--- src/rtl/fifo_block_reducer_pkg.sv ---
// ---------------------------------------------------------------------------
// fifo_block_reducer_pkg
// Shared definitions for the block reducer: FSM state encoding, width of the
// completed-block counter and a helper that sizes the per-block word counters.
// ---------------------------------------------------------------------------
package fifo_block_reducer_pkg;

    typedef enum logic [1:0] {
        S_ACC   = 2'd0,
        S_WRITE = 2'd1,
        S_DONE  = 2'd2
    } state_e;

    localparam int BLOCKS_DONE_W = 16;

    // Bits needed to count from 0 up to and including block_len.
    function automatic int cnt_width(input int block_len);
        return $clog2(block_len + 1);
    endfunction

endpackage

--- src/rtl/fifo_block_reducer_if.sv ---
// ---------------------------------------------------------------------------
// fifo_block_reducer_if
// Groups the upstream pop handshake, the downstream push handshake and the
// status outputs of the block reducer.
//   master : the reducer (drives pop/push requests, sum word, status)
//   slave  : the fifo environment (drives fifo status and read data)
// ---------------------------------------------------------------------------
interface fifo_block_reducer_if #(
    parameter int WIDTH = 32
);
    logic                                              valid;
    logic                                              in_read_valid;
    logic                                              in_read_ready;
    logic [WIDTH-1:0]                                  in_out_data;
    logic                                              out_write_valid;
    logic                                              out_write_ready;
    logic [WIDTH-1:0]                                  out_in_data;
    logic [fifo_block_reducer_pkg::BLOCKS_DONE_W-1:0]  blocks_done;

    modport master (
        output valid, in_read_valid, out_write_valid, out_in_data, blocks_done,
        input  in_read_ready, in_out_data, out_write_ready
    );

    modport slave (
        input  valid, in_read_valid, out_write_valid, out_in_data, blocks_done,
        output in_read_ready, in_out_data, out_write_ready
    );
endinterface

--- src/rtl/fifo_block_reducer_acc.sv ---
// ---------------------------------------------------------------------------
// fifo_block_reducer_acc
// Block accumulator: modular sum of the words of one block plus a count of
// the words taken so far. Clear has priority over add.
// Ports: clk, rst (async active-low), clear_i, add_en_i, data_i,
//        sum_o (running sum), count_o (words taken)
// ---------------------------------------------------------------------------
module fifo_block_reducer_acc #(
    parameter int WIDTH = 32,
    parameter int CNT_W = 3
) (
    input  logic             clk,
    input  logic             rst,
    input  logic             clear_i,
    input  logic             add_en_i,
    input  logic [WIDTH-1:0] data_i,
    output logic [WIDTH-1:0] sum_o,
    output logic [CNT_W-1:0] count_o
);
    logic [WIDTH-1:0] sum_q;
    logic [CNT_W-1:0] count_q;

    // Sum and word count registers; sum wraps modulo 2^WIDTH.
    always_ff @(posedge clk or negedge rst) begin
        if (!rst) begin
            sum_q   <= {WIDTH{1'b0}};
            count_q <= {CNT_W{1'b0}};
        end else if (clear_i) begin
            sum_q   <= {WIDTH{1'b0}};
            count_q <= {CNT_W{1'b0}};
        end else if (add_en_i) begin
            sum_q   <= sum_q + data_i;
            count_q <= count_q + CNT_W'(1);
        end else begin
            sum_q   <= sum_q;
            count_q <= count_q;
        end
    end

    assign sum_o   = sum_q;
    assign count_o = count_q;
endmodule

--- src/rtl/fifo_block_reducer.sv ---
// ---------------------------------------------------------------------------
// fifo_block_reducer
// Pops words from an upstream fifo, sums each group of BLOCK_LEN words and
// pushes each sum into a downstream fifo. After NUM_BLOCKS sums (0 = never)
// the block halts with sticky valid until reset.
// Ports: clk, rst (async active-low), bus (fifo_block_reducer_if.master)
// ---------------------------------------------------------------------------
module fifo_block_reducer
    import fifo_block_reducer_pkg::*;
#(
    parameter int WIDTH      = 32,
    parameter int BLOCK_LEN  = 4,
    parameter int NUM_BLOCKS = 2
) (
    input  logic                 clk,
    input  logic                 rst,
    fifo_block_reducer_if.master bus
);
    localparam int                       CNT_W       = cnt_width(BLOCK_LEN);
    localparam logic [CNT_W-1:0]         BLK_LEN     = CNT_W'(BLOCK_LEN);
    localparam logic [CNT_W-1:0]         CNT_ONE     = CNT_W'(1);
    localparam logic [BLOCKS_DONE_W-1:0] DONE_ONE    = BLOCKS_DONE_W'(1);
    localparam logic [BLOCKS_DONE_W-1:0] NUM_BLK     = BLOCKS_DONE_W'(NUM_BLOCKS);
    localparam logic                     RUN_FOREVER = (NUM_BLOCKS == 0) ? 1'b1 : 1'b0;

    state_e                   state_q, state_d;
    logic [CNT_W-1:0]         issued_q;
    logic                     pend_q;
    logic [BLOCKS_DONE_W-1:0] blocks_done_q;
    logic [WIDTH-1:0]         acc_sum_s;
    logic [CNT_W-1:0]         taken_s;
    logic                     rd_en_s;
    logic                     wr_en_s;
    logic                     last_take_s;

    fifo_block_reducer_acc #(
        .WIDTH (WIDTH),
        .CNT_W (CNT_W)
    ) u_acc (
        .clk      (clk),
        .rst      (rst),
        .clear_i  (wr_en_s),
        .add_en_i (pend_q),
        .data_i   (bus.in_out_data),
        .sum_o    (acc_sum_s),
        .count_o  (taken_s)
    );

    // FSM state register.
    always_ff @(posedge clk or negedge rst) begin
        if (!rst) begin
            state_q <= S_ACC;
        end else begin
            state_q <= state_d;
        end
    end

    // FSM next-state logic.
    always_comb begin
        state_d = state_q;
        case (state_q)
            S_ACC: begin
                if (last_take_s) begin
                    state_d = S_WRITE;
                end else begin
                    state_d = S_ACC;
                end
            end
            S_WRITE: begin
                if (wr_en_s) begin
                    if (!RUN_FOREVER && ((blocks_done_q + DONE_ONE) == NUM_BLK)) begin
                        state_d = S_DONE;
                    end else begin
                        state_d = S_ACC;
                    end
                end else begin
                    state_d = S_WRITE;
                end
            end
            S_DONE:  state_d = S_DONE;
            default: state_d = S_ACC;
        endcase
    end

    // FSM output decode: fifo handshakes and the block-complete strobe.
    // Pops are gated by rst so nothing is requested while the block is held
    // in reset (a word popped then would be lost).
    always_comb begin
        rd_en_s     = 1'b0;
        wr_en_s     = 1'b0;
        last_take_s = 1'b0;
        case (state_q)
            S_ACC: begin
                rd_en_s     = rst && bus.in_read_ready && (issued_q < BLK_LEN);
                last_take_s = pend_q && (taken_s == (BLK_LEN - CNT_ONE));
            end
            S_WRITE: begin
                wr_en_s = bus.out_write_ready;
            end
            S_DONE: begin
                rd_en_s = 1'b0;
            end
            default: begin
                rd_en_s = 1'b0;
            end
        endcase
    end

    // Issued-pop counter, pending-read flag and completed-block counter.
    // pend marks that the word popped at the previous edge is now on
    // in_out_data and must be accumulated at this edge.
    always_ff @(posedge clk or negedge rst) begin
        if (!rst) begin
            issued_q      <= {CNT_W{1'b0}};
            pend_q        <= 1'b0;
            blocks_done_q <= {BLOCKS_DONE_W{1'b0}};
        end else begin
            pend_q <= rd_en_s;
            if (wr_en_s) begin
                issued_q      <= {CNT_W{1'b0}};
                blocks_done_q <= blocks_done_q + DONE_ONE;
            end else if (rd_en_s) begin
                issued_q      <= issued_q + CNT_ONE;
                blocks_done_q <= blocks_done_q;
            end else begin
                issued_q      <= issued_q;
                blocks_done_q <= blocks_done_q;
            end
        end
    end

    assign bus.valid           = (state_q == S_DONE);
    assign bus.in_read_valid   = rd_en_s;
    assign bus.out_write_valid = wr_en_s;
    assign bus.out_in_data     = acc_sum_s;
    assign bus.blocks_done     = blocks_done_q;
endmodule

--- src/flat_wrapper.sv ---
// flat-port wrapper written by rule: the top's interface ports become plain ports
module fifo_block_reducer_flat import fifo_block_reducer_pkg::*;
#(
    parameter int WIDTH      = 32,
    parameter int BLOCK_LEN  = 4,
    parameter int NUM_BLOCKS = 2
)
  (clk, rst, bus_valid, bus_in_read_valid, bus_out_write_valid, bus_out_in_data, bus_blocks_done, bus_in_read_ready, bus_in_out_data, bus_out_write_ready);
  fifo_block_reducer_if #(.WIDTH(WIDTH)) bus_i ();
  input  logic clk;
  input  logic rst;
  output wire logic [$bits(bus_i.valid)-1:0] bus_valid;
  output wire logic [$bits(bus_i.in_read_valid)-1:0] bus_in_read_valid;
  output wire logic [$bits(bus_i.out_write_valid)-1:0] bus_out_write_valid;
  output wire logic [$bits(bus_i.out_in_data)-1:0] bus_out_in_data;
  output wire logic [$bits(bus_i.blocks_done)-1:0] bus_blocks_done;
  input wire logic [$bits(bus_i.in_read_ready)-1:0] bus_in_read_ready;
  input wire logic [$bits(bus_i.in_out_data)-1:0] bus_in_out_data;
  input wire logic [$bits(bus_i.out_write_ready)-1:0] bus_out_write_ready;
  assign bus_valid = bus_i.valid;
  assign bus_in_read_valid = bus_i.in_read_valid;
  assign bus_out_write_valid = bus_i.out_write_valid;
  assign bus_out_in_data = bus_i.out_in_data;
  assign bus_blocks_done = bus_i.blocks_done;
  assign bus_i.in_read_ready = bus_in_read_ready;
  assign bus_i.in_out_data = bus_in_out_data;
  assign bus_i.out_write_ready = bus_out_write_ready;
  fifo_block_reducer #(.WIDTH(WIDTH), .BLOCK_LEN(BLOCK_LEN), .NUM_BLOCKS(NUM_BLOCKS)) u_core (.clk(clk), .rst(rst), .bus(bus_i));
endmodule
--- config.mk ---
export PLATFORM = sky130hd
export DESIGN_NAME = fifo_block_reducer_flat
export DESIGN_NICKNAME = d
export VERILOG_FILES = /design/src/rtl/fifo_block_reducer_pkg.sv /design/src/rtl/fifo_block_reducer_if.sv /design/src/rtl/fifo_block_reducer_acc.sv /design/src/rtl/fifo_block_reducer.sv /design/src/flat_wrapper.sv
export SDC_FILE = /design/constraint.sdc
export NUM_CORES = 1
export LEC_CHECK = 0
export ABC_AREA = 1
export BUFFER_PORTS_ARGS = -buffer_cell sky130_fd_sc_hd__buf_2
export CAP_MARGIN = 20
export CORE_MARGIN = 5
export CORE_UTILIZATION = 50
export CTS_BUF_LIST = sky130_fd_sc_hd__clkbuf_4
export DETAILED_ROUTE_END_ITERATION = 8
export PLACE_DENSITY = 0.71
export RECOVER_POWER = 100
export SYNTH_ARGS = -nofsm -noshare
export SYNTH_HDL_FRONTEND = slang
export SYNTH_SLANG_ARGS = --single-unit
--- constraint.sdc ---
create_clock -name clk -period 3.45 [get_ports clk]
set_input_delay 0.8625 -clock clk [delete_from_list [all_inputs] [get_ports clk]]
set_output_delay 0.8625 -clock clk [all_outputs]
set_load 0.02 [all_outputs]
==> results of run 1 <==
power groups by stage:
stage          logic, uW  clock network [uW]  registers [uW]
6_report             131                 428             669
5_1_grt              151                 479             669
4_1_cts              133                 452             669
3_5_place_dp         132                   0             682
3_3_place_gp         130                   0             682
2_1_floorplan       71.3                   0             683
worst max-delay path by stage:
stage,start,end,cells past startpoint
6_report,bus_out_write_ready,bus_out_write_valid,5
5_1_grt,bus_out_write_ready,u_core.state_q[1]$_DFF_PN0_,13
4_1_cts,rst,bus_in_read_valid,4
3_5_place_dp,bus_in_out_data[0],u_core.u_acc.sum_o[28]$_DFFE_PN0P_,11
3_3_place_gp,bus_in_out_data[0],u_core.u_acc.sum_o[28]$_DFFE_PN0P_,11
2_1_floorplan,bus_out_write_ready,bus_out_write_valid,3
kinds of logic after synthesis:
| family | share of synthesized area |
|---|---|
| xor gates and xnor gates | 0.02160 |
| DFF | 0.2932 |
| and+or+nand+nor | 0.3876 |
| buffers and inverters | 0.1114 |
| AOI/OAI and AO/OA | 0.08951 |
| adders and majority gates | 0.09671 |
cells in the mapped netlist (7+ instances only):
library cell / n
dfrtp_1: 57
ha_1: 36
nor3_1: 7
nand4_1: 8
xor2_1: 8
nor2_1: 61
clkbuf_1: 7
inv_1: 134
a21oi_1: 33
nand3_1: 47
o21ai_0: 33
nand2_1: 332
through the flow:
step | hold WS, ps | instance area, um2 | util
finish | 485.2 | 5502 | 0.5707
global route | 520.1 | 5502 | 0.5707
CTS | 478.4 | 5587 | 0.5796
detailed placement | 469.5 | 5472 | 0.5676
global placement | 457.3 | 5472 | 0.5676
floorplan | 440.8 | 4865 | -
worst max-delay path, cell delays in order:
cell,delay [ps]
clkbuf_1,90
nand3_1,80
clkbuf_1,550
inv_1,120
buf_2,190
layout by cell type, fill, tap and decap left out, types with 2 or more instances in the layout:
master,count
nand2_1,332
inv_1,134
nor2_1,61
dfrtp_1,57
clkbuf_1,56
nand3_1,48
ha_1,36
buf_2,34
o21ai_0,33
a21oi_1,33
clkbuf_4,9
xor2_1,8
nand4_1,8
nor3_1,7
o21bai_1,4
xnor2_1,4
or2_2,3
a22o_1,3
clkinv_4,3
nand3b_1,2
and2_1,2
clkinv_1,2
a32o_1,2
clkinv_2,2
flip-flops by register name, summed over array words and instances (netlist names):
register / count
u_core.bus.blocks_done: 16
u_core.state_q: 2
u_core.u_acc.count_o: 3
u_core.pend_q: 1
u_core.issued_q: 3
u_core.u_acc.sum_o: 32
per-layer routing:
layer / wire, um / vias up
met4: 236 / 0
met5: 0 / -
met3: 897 / 18
met1: 6421 / 2372
met2: 6521 / 147
li1: - / 2664
layout make-up:
type / instances / area, um2
flip-flops and latches: 57 / 1426
repair buffers: 92 / 392.9
inverters: 135 / 506.7
clock inverters: 7 / 47.55
diodes: 1 / 2.502
multi-input cells: 595 / 2892
fillers: 1031 / 4138
well taps: 133 / 166.4
clock buffers: 9 / 67.56
==> impl_metrics.ini, run 1 <==
[outcome]
status = completed

[logic_synthesis]
synth-edff-count = 0
yosysWarnings = 0
synth_top_area_share = 0.2932
synth_area_mm2 = 0.004865
yosys.area.top_type = dfrtp_1
async_reset_ff_frac = 1.000
syn_avg_cell_area_um2 = 6.111
synth_cell_types = 31
synthTopCellsByArea = dfrtp_1 29%, nand2_1 26%, inv_1 10%
ys_ff_latch = 57
synthesis.nets = 869
ys.flop_type = dfrtp_1
ys_seq_area_frac = 0.2932
synth_cells = 796

[placement]
io_buffer_count = 86
dp_hpwl_um = 11210
pre_cts_slack_ps = 758.9
dp.cells = 1012
gp_congestion = 0.9286

[detailed_routing]
vias = 5201
antenna_left = 0
viasPerCell = 5.054
wl_per_cell_um = 13.68
wl_um = 14080
drt_pass1_iterations = 7
drc = 0
first_iter_violations = 226

[clock_tree]
post_cts_buffers = 0
cts_sinks = 57
cts-root-buf = clkbuf_4
cts_buffers = 9
cts_tree = yes
path_clk_slew_ps = 100
clock_latency_ps = 420
cts_resized = 0
clock_path_buffers = 2
cts_hold_buf = 0
htree_levels = 3

[worst_hold_path]
holdCritStartpoint = u_core.issued_q[0]$_DFFE_PN0P_
hold_path.class = reg2reg
worstHoldPathCells = 1
hold_end = u_core.issued_q[0]$_DFFE_PN0P_

[global_route]
grt.busiest_layer = met2
antenna_found_initial = 1
grt_max_degree = 38
first_global_vias = 4907
use_met3 = 0.04381
grt_pass1_wl_um = 23500
grt-ovfl-total = 0
grtUsageMet1 = 0.3460
grt_use_met2 = 0.4179
grtUsageTotal = 0.2554

[power_and_ir_drop]
power_frac_seq = 0.545
switchingPower_uw = 369.5
p_per_area_mw_per_mm2 = 223.2
p_int_uw = 858.5
pwr-share-clk = 0.348
p_total_uw = 1228
p_comb_frac = 0.107
leakagePower_uw = 0.003279
swShare = 0.3009
vdd_ir_drop_max_mv = 0.2146

[critical_path]
cp-end-kind = output port
required_ps = 2590
r2r-end = u_core.state_q[1]$_DFF_PN0_
r2r-start = u_core.state_q[1]$_DFF_PN0_
crit_fanout = 16
path_class = in2out
startpoint_type = input pin
cp.arrival_ps = 1880
reg2regPathDepth = 13
rrSetupSlack_ps = 890

[sta]
maxSlewViolCount = 0
setup_slack_ps = 706.2
period_share = 0.7953
timing.fmax_mhz = 364.5
hold_viol = 0
clock_skew_ps = 19.12
worst_slew_pin_slew_ps = 1211
setup_viol = 0
rsz0062_at_grt = no
slew-limit-headroom = 0.1926
setup_tns_ps = 0
post-route-min-period_ps = 2744

[die]
start_util = 0.5047
coreArea_mm2 = 0.009639
die_width_um = 108.6
io_pins = 87
dieArea_mm2 = 0.01180
dieHeight_um = 108.6
rows = 36

[final_layout]
layout-drive-gt1-share = 0.06480
finalNetCount = 963
instances_no_fill = 1029
area_growth_syn_to_layout_pct = 13.09

[run]
drv_cap = 0
No activity file was read; power rests on OpenSTA's default activity.
==> inputs of run 2 (changes only) <==
Settings changed: ABC_AREA 1 to 0, PLACE_DENSITY 0.71 to 0.72.
Clock period 3.45 ns to 2.6 ns, I/O delays scaled along.
==> run 2 against run 1 <==
  * Utilization is 9.6 points higher
  * Sequential share of layout area is 0.16 points lower
  * Register-to-register slack worse by 920 ps
  * Die area is 10% lower
  * Largest power group is now combinational logic
  * The run now ends with max-capacitance violations, max-slew violations, negative setup slack left
  * Clock skew is 2.3 ps lower
  * Setup slack worse by 730 ps
==> impl_metrics.ini, run 2 <==
[outcome]
status = finished with violations
violations = max-capacitance violations, max-slew violations, negative setup slack

[power_and_ir_drop]
vdd_ir_drop_max_mv = 0.6745
p_int_uw = 3491
p_per_area_mw_per_mm2 = 1144
switchingPower_uw = 2841
p_total_uw = 6332
swShare = 0.4487
p_comb_frac = 0.643
power_frac_seq = 0.235
leakagePower_uw = 0.002597
pwr-share-clk = 0.122

[final_layout]
area_growth_syn_to_layout_pct = 28.60
final_cell_mix = 85 x buf_2, 63 x buf_4, 57 x dfrtp_1
largest_reg_flops = 32
finalNetCount = 710
final_common_cell = buf_2
layout-drive-gt1-share = 0.3115

[logic_synthesis]
synth_area_mm2 = 0.004305
ys_ff_latch = 57
yosys.area.top_type = dfrtp_1
ys.flop_type = dfrtp_1
ys_seq_area_frac = 0.3313
synth-edff-count = 0
synth_cells = 491
synth_top_area_share = 0.3313
async_reset_ff_frac = 1.000
synthTopCellsByArea = dfrtp_1 33%, ha_1 10%, xnor2_1 4.9%
synth_cell_types = 69
yosysWarnings = 0
syn_avg_cell_area_um2 = 8.769
synth.most_common_cell = dfrtp_1
synthesis.nets = 564
synth_common_cells = 57 x dfrtp_1, 51 x nor2_1, 39 x nand2_1

[sta]
slew-limit-headroom = -0.01359
post-route-min-period_ps = 2628
setup_viol = 1
maxSlewViolCount = 58
worst_slew_pin_slew_ps = 1520
period_share = 1.011
setup_slack_ps = -27.72
timing.fmax_mhz = 380.6
hold_viol = 0
rsz0062_at_grt = yes
clock_skew_ps = 16.85

[critical_path]
cp.arrival_ps = 2930
required_ps = 2900
path_class = reg2reg
crit_fanout = 3
startpoint_type = register
cp-end-kind = register

[die]
rows = 33
coreArea_mm2 = 0.008299
start_util = 0.5188
die_width_um = 102.8
io_pins = 87
dieHeight_um = 102.8
dieArea_mm2 = 0.01057

[detailed_routing]
antenna_left = 0
wl_um = 11960
viasPerCell = 5.682
first_iter_violations = 259
drt_pass1_iterations = 4
vias = 4250
drc = 0
wl_per_cell_um = 15.98

[clock_tree]
cts_hold_buf = 0
cts_buffers = 9
clock_path_buffers = 2
cts_sinks = 57
clock_latency_ps = 420
cts-root-buf = clkbuf_4
htree_levels = 3
cts_tree = yes
path_clk_slew_ps = 110

[worst_hold_path]
hold_path.class = reg2reg

[placement]
gp_congestion = 0.8952
dp_hpwl_um = 8574
io_buffer_count = 86
pre_cts_slack_ps = -376.4

[global_route]
first_global_vias = 4195
grt_max_degree = 58
grt-ovfl-total = 0
antenna_found_initial = 1
grt_pass1_wl_um = 19560
grtUsageTotal = 0.2330

[run]
drv_cap = 1
[run 2: cell count changes in the layout (fill, tap and decap cells not counted), sizes merged, moves of 20 or more]
cell / previous run / this run
nand2: 333 / 39
inv: 134 / 15
buf: 35 / 148
clkbuf: 66 / 13
nand3: 49 / 25
xnor2: 4 / 24
[run 2: critical path, stage by stage (launching register included)]
cell,delay [ps]
dfrtp_1,420
ha_4,170
fa_2,370
a211oi_4,250
nor2_2,80
o31ai_2,280
buf_4,190
a21boi_4,60
o2111ai_4,240
nand4_1,160
a211oi_2,230
nor3_2,60
[run 2: repair_timing]
item / 4_1_cts / 5_1_grt
endpoints found under the hold margin: 0 / 0
buffers inserted: 3 / 3
pin swaps: 8 / 12
setup endpoints to repair: 6 / 15
resized for setup: 3 / 15
[run 2: cell families after synthesis]
kind of cell / share of synthesized area
adders and majority gates: 0.1093
muxes: 0.03052
xor gates and xnor gates: 0.06510
DFF: 0.3313
AOI/OAI and AO/OA: 0.2133
buffers and inverters: 0.03604
and+or+nand+nor: 0.2145
[run 2: per-layer routing]
metal,track usage,wire (um),vias to the layer above
li1,-,-,2103
met1,0.3020,5513,2018
met2,0.3793,5632,118
met3,0.05413,653,11
met4,0.08865,156,0
met5,0,0,-
[run 2: layout make-up]
class	instances	area, um2
Tap cell	105	131.4
Sequential cell	57	1426
Multi-Input combinational cell	403	2848
Inverter	14	52.55
Clock inverter	7	93.84
Antenna cell	1	2.502
Fill cell	717	2763
Clock buffer	9	67.56
Timing Repair Buffer	152	914.6
[run 2: final timing paths]
kind	startpoint	to	slack [ps]	cells past startpoint
setup / recovery	u_core.u_acc.sum_o[0]$_DFFE_PN0P_	u_core.u_acc.sum_o[28]$_DFFE_PN0P_	-30	11
hold / removal	u_core.state_q[1]$_DFF_PN0_	u_core.state_q[0]$_DFF_PN0_	470	1
setup reg to reg	u_core.u_acc.sum_o[0]$_DFFE_PN0P_	u_core.u_acc.sum_o[28]$_DFFE_PN0P_	-30	11
hold reg to reg	u_core.state_q[1]$_DFF_PN0_	u_core.state_q[0]$_DFF_PN0_	470	1
max in group asynchronous	rst	u_core.u_acc.sum_o[1]$_DFFE_PN0P_	780	2
min in group asynchronous	rst	u_core.u_acc.sum_o[17]$_DFFE_PN0P_	890	2
[run 2: power groups by stage]
stage | clock network [uW] | registers [uW] | logic (uW)
after floorplan | 0 | 1770 | 2190
after global placement | 0 | 1480 | 3740
after detailed placement | 0 | 1490 | 3820
after CTS | 787 | 1480 | 3900
after global routing | 830 | 1540 | 4480
final | 772 | 1490 | 4070
[run 2: through the flow]
| step | setup TNS, ps | std cells | instance area, um2 | hold slack (ps) | util |
|---|---|---|---|---|---|
| after floorplan | -66.10 | 491 | 4329 | 354.4 | - |
| after global placement | -3152 | 725 | 5239 | 444.5 | 0.6312 |
| after detailed placement | -4138 | 725 | 5239 | 441.5 | 0.6312 |
| after CTS | -52.89 | 744 | 5436 | 468.0 | 0.6551 |
| after global routing | -797.2 | 748 | 5537 | 507.4 | 0.6671 |
| final | -27.72 | 748 | 5537 | 470.6 | 0.6671 |
==> inputs of run 3 (changes only) <==
Settings changed: CORE_ASPECT_RATIO from default to 2.
==> run 3 against run 2 <==
  * The run now ends clean
  * First-iteration DRC count down 18%
  * Worst hold slack better by 1.5 ps
  * Clock power is 30% lower
  * Via count increased by 3.2%
  * Sequential cell count unchanged
  * Critical path type unchanged
  * Cell area fell by 1.2%
  * Die area rose by 1.1%
  * Sequential share of layout area up 0.31 points
  * Cell count is 1.2% lower
  * Global-route usage grew 1.1 points
  * Power fell by 4.2%
==> impl_metrics.ini, run 3 (same netlist as run 2, synthesis figures left out) <==
[clock_tree]
htree_levels = 3
cts_sinks = 57
path_clk_slew_ps = 100
cts_hold_buf = 0
cts_tree = yes
cts_buffers = 9
clock_path_buffers = 2
cts-root-buf = clkbuf_4
clock_latency_ps = 430

[critical_path]
required_ps = 2910
crit_fanout = 3
crit_slowest_cell = dfrtp_1
cp-end-kind = register
path_class = reg2reg
startpoint_type = register
timing.critical_path.mode_cell = a211oi_2
cp_cell_sequence = ha_4 > fa_2 > a211oi_2 > nor2_2 > o31ai_2 > buf_4 > a21boi_4 > o2111ai_4 > nand4_1 > a211oi_2 > nor3_2
slowest_delay_ps = 420
crit_family = compound AO/OA/AOI/OAI gates
cp.arrival_ps = 2890
cp_num_buf_inv = 1

[power_and_ir_drop]
vdd_ir_drop_max_mv = 0.6270
swShare = 0.4670
pwr-share-clk = 0.088
leakagePower_uw = 0.002558
power_frac_seq = 0.247
p_int_uw = 3234
p_comb_frac = 0.665
switchingPower_uw = 2833
p_per_area_mw_per_mm2 = 1109

[sta]
period_share = 0.9911
setup_viol = 0
timing.fmax_mhz = 388.1
slew-limit-headroom = 0.01644
post-route-min-period_ps = 2577
worst_slew_pin_slew_ps = 1475
fin_hold_ws_ps = 472.1
hold_viol = 0
clock_skew_ps = 15.69
maxSlewViolCount = 0
rsz0062_at_grt = yes

[detailed_routing]
drc = 0
vias = 4388
wl_um = 12520
wl_per_cell_um = 16.94
drt_pass1_iterations = 5
viasPerCell = 5.938
first_iter_violations = 213
antenna_left = 0

[die]
io_pins = 87
dieHeight_um = 141.2
start_util = 0.5048
coreArea_mm2 = 0.008528
rows = 48
dieArea_mm2 = 0.01068
die_width_um = 75.62

[final_layout]
register_area_mm2 = 0.001426
final_common_cell = buf_2
multi_input_area_mm2 = 0.002884
largest_reg_flops = 32
final_core_util = 0.6416
final_cell_mix = 85 x buf_2, 57 x dfrtp_1, 56 x buf_4
layout-drive-gt1-share = 0.3119
fillerInstances = 748
area_growth_syn_to_layout_pct = 27.09
finalNetCount = 706

[global_route]
grtUsageTotal = 0.2437
antenna_found_initial = 1
first_global_vias = 4561
grt_max_degree = 58
grt_pass1_wl_um = 20320
grt-ovfl-total = 0

[worst_hold_path]
hold_path.class = reg2reg

[placement]
gp_congestion = 0.9186
dp_hpwl_um = 9321
io_buffer_count = 86

[outcome]
status = completed

[run]
drv_cap = 0
[run 3: changes by cell type in the layout (fill, tap and decap cells not counted), sizes merged]
cell      previous run  this run
clkinvlp             2         0
inv                 15        14
buf                148       142
bufinv               2         0
clkinv               2         6
clkbuf              13        16
[run 3: worst paths after layout]
check	from	to	slack, ps	cells after the start
min in group asynchronous	rst	u_core.u_acc.sum_o[27]$_DFFE_PN0P_	850	2
setup reg to reg	u_core.u_acc.sum_o[0]$_DFFE_PN0P_	u_core.u_acc.sum_o[28]$_DFFE_PN0P_	20	11
hold reg to reg	u_core.state_q[1]$_DFF_PN0_	u_core.state_q[0]$_DFF_PN0_	470	1
max in group asynchronous	rst	u_core.u_acc.sum_o[19]$_DFFE_PN0P_	860	2
hold / removal	u_core.state_q[1]$_DFF_PN0_	u_core.state_q[0]$_DFF_PN0_	470	1
setup / recovery	u_core.u_acc.sum_o[0]$_DFFE_PN0P_	u_core.u_acc.sum_o[28]$_DFFE_PN0P_	20	11
[run 3: final cells by class]
class / count / share of cell area
Multi-Input combinational cell: 403 / 0.5271
Sequential cell: 57 / 0.2607
Timing Repair Buffer: 148 / 0.1610
Tap cell: 100 / 0.02287
Clock buffer: 10 / 0.01372
Inverter: 14 / 0.009604
Clock inverter: 6 / 0.004574
Antenna cell: 1 / 0.0004574
[run 3: power by group through the flow]
stage / clock, uW / combinational, uW / sequential, uW
floorplan: 0 / 2190 / 1770
global placement: 0 / 3690 / 1480
detailed placement: 0 / 3800 / 1500
CTS: 548 / 3830 / 1480
global route: 578 / 4460 / 1540
finish: 537 / 4030 / 1500
[run 3: per-stage QoR]
stage / cells / TNS (ps) / area [um2] / setup slack, ps / total power, uW
5_1_grt: 739 / -814.8 / 5472 / -139.1 / 6582
4_1_cts: 735 / 0 / 5325 / 7.605 / 5858
3_5_place_dp: 719 / -3485 / 5225 / -331.5 / 5299
2_1_floorplan: 491 / -66.10 / 4329 / -33.60 / 3956
3_3_place_gp: 719 / -3210 / 5225 / -325.3 / 5178
6_report: 739 / 0 / 5472 / 23.17 / 6067
[run 3: what timing repair did]
action	CTS	global route
endpoints found under the setup margin	0	12
setup buffers	0	3
gates resized for setup	0	25
[run 3: per-layer routing]
metal	share of wire	up-vias	track usage
li1	-	2102	-
met1	0.35	2120	0.2542
met2	0.56	133	0.4359
met3	0.055	33	0.04354
met4	0.039	0	0.1346
met5	0	-	0
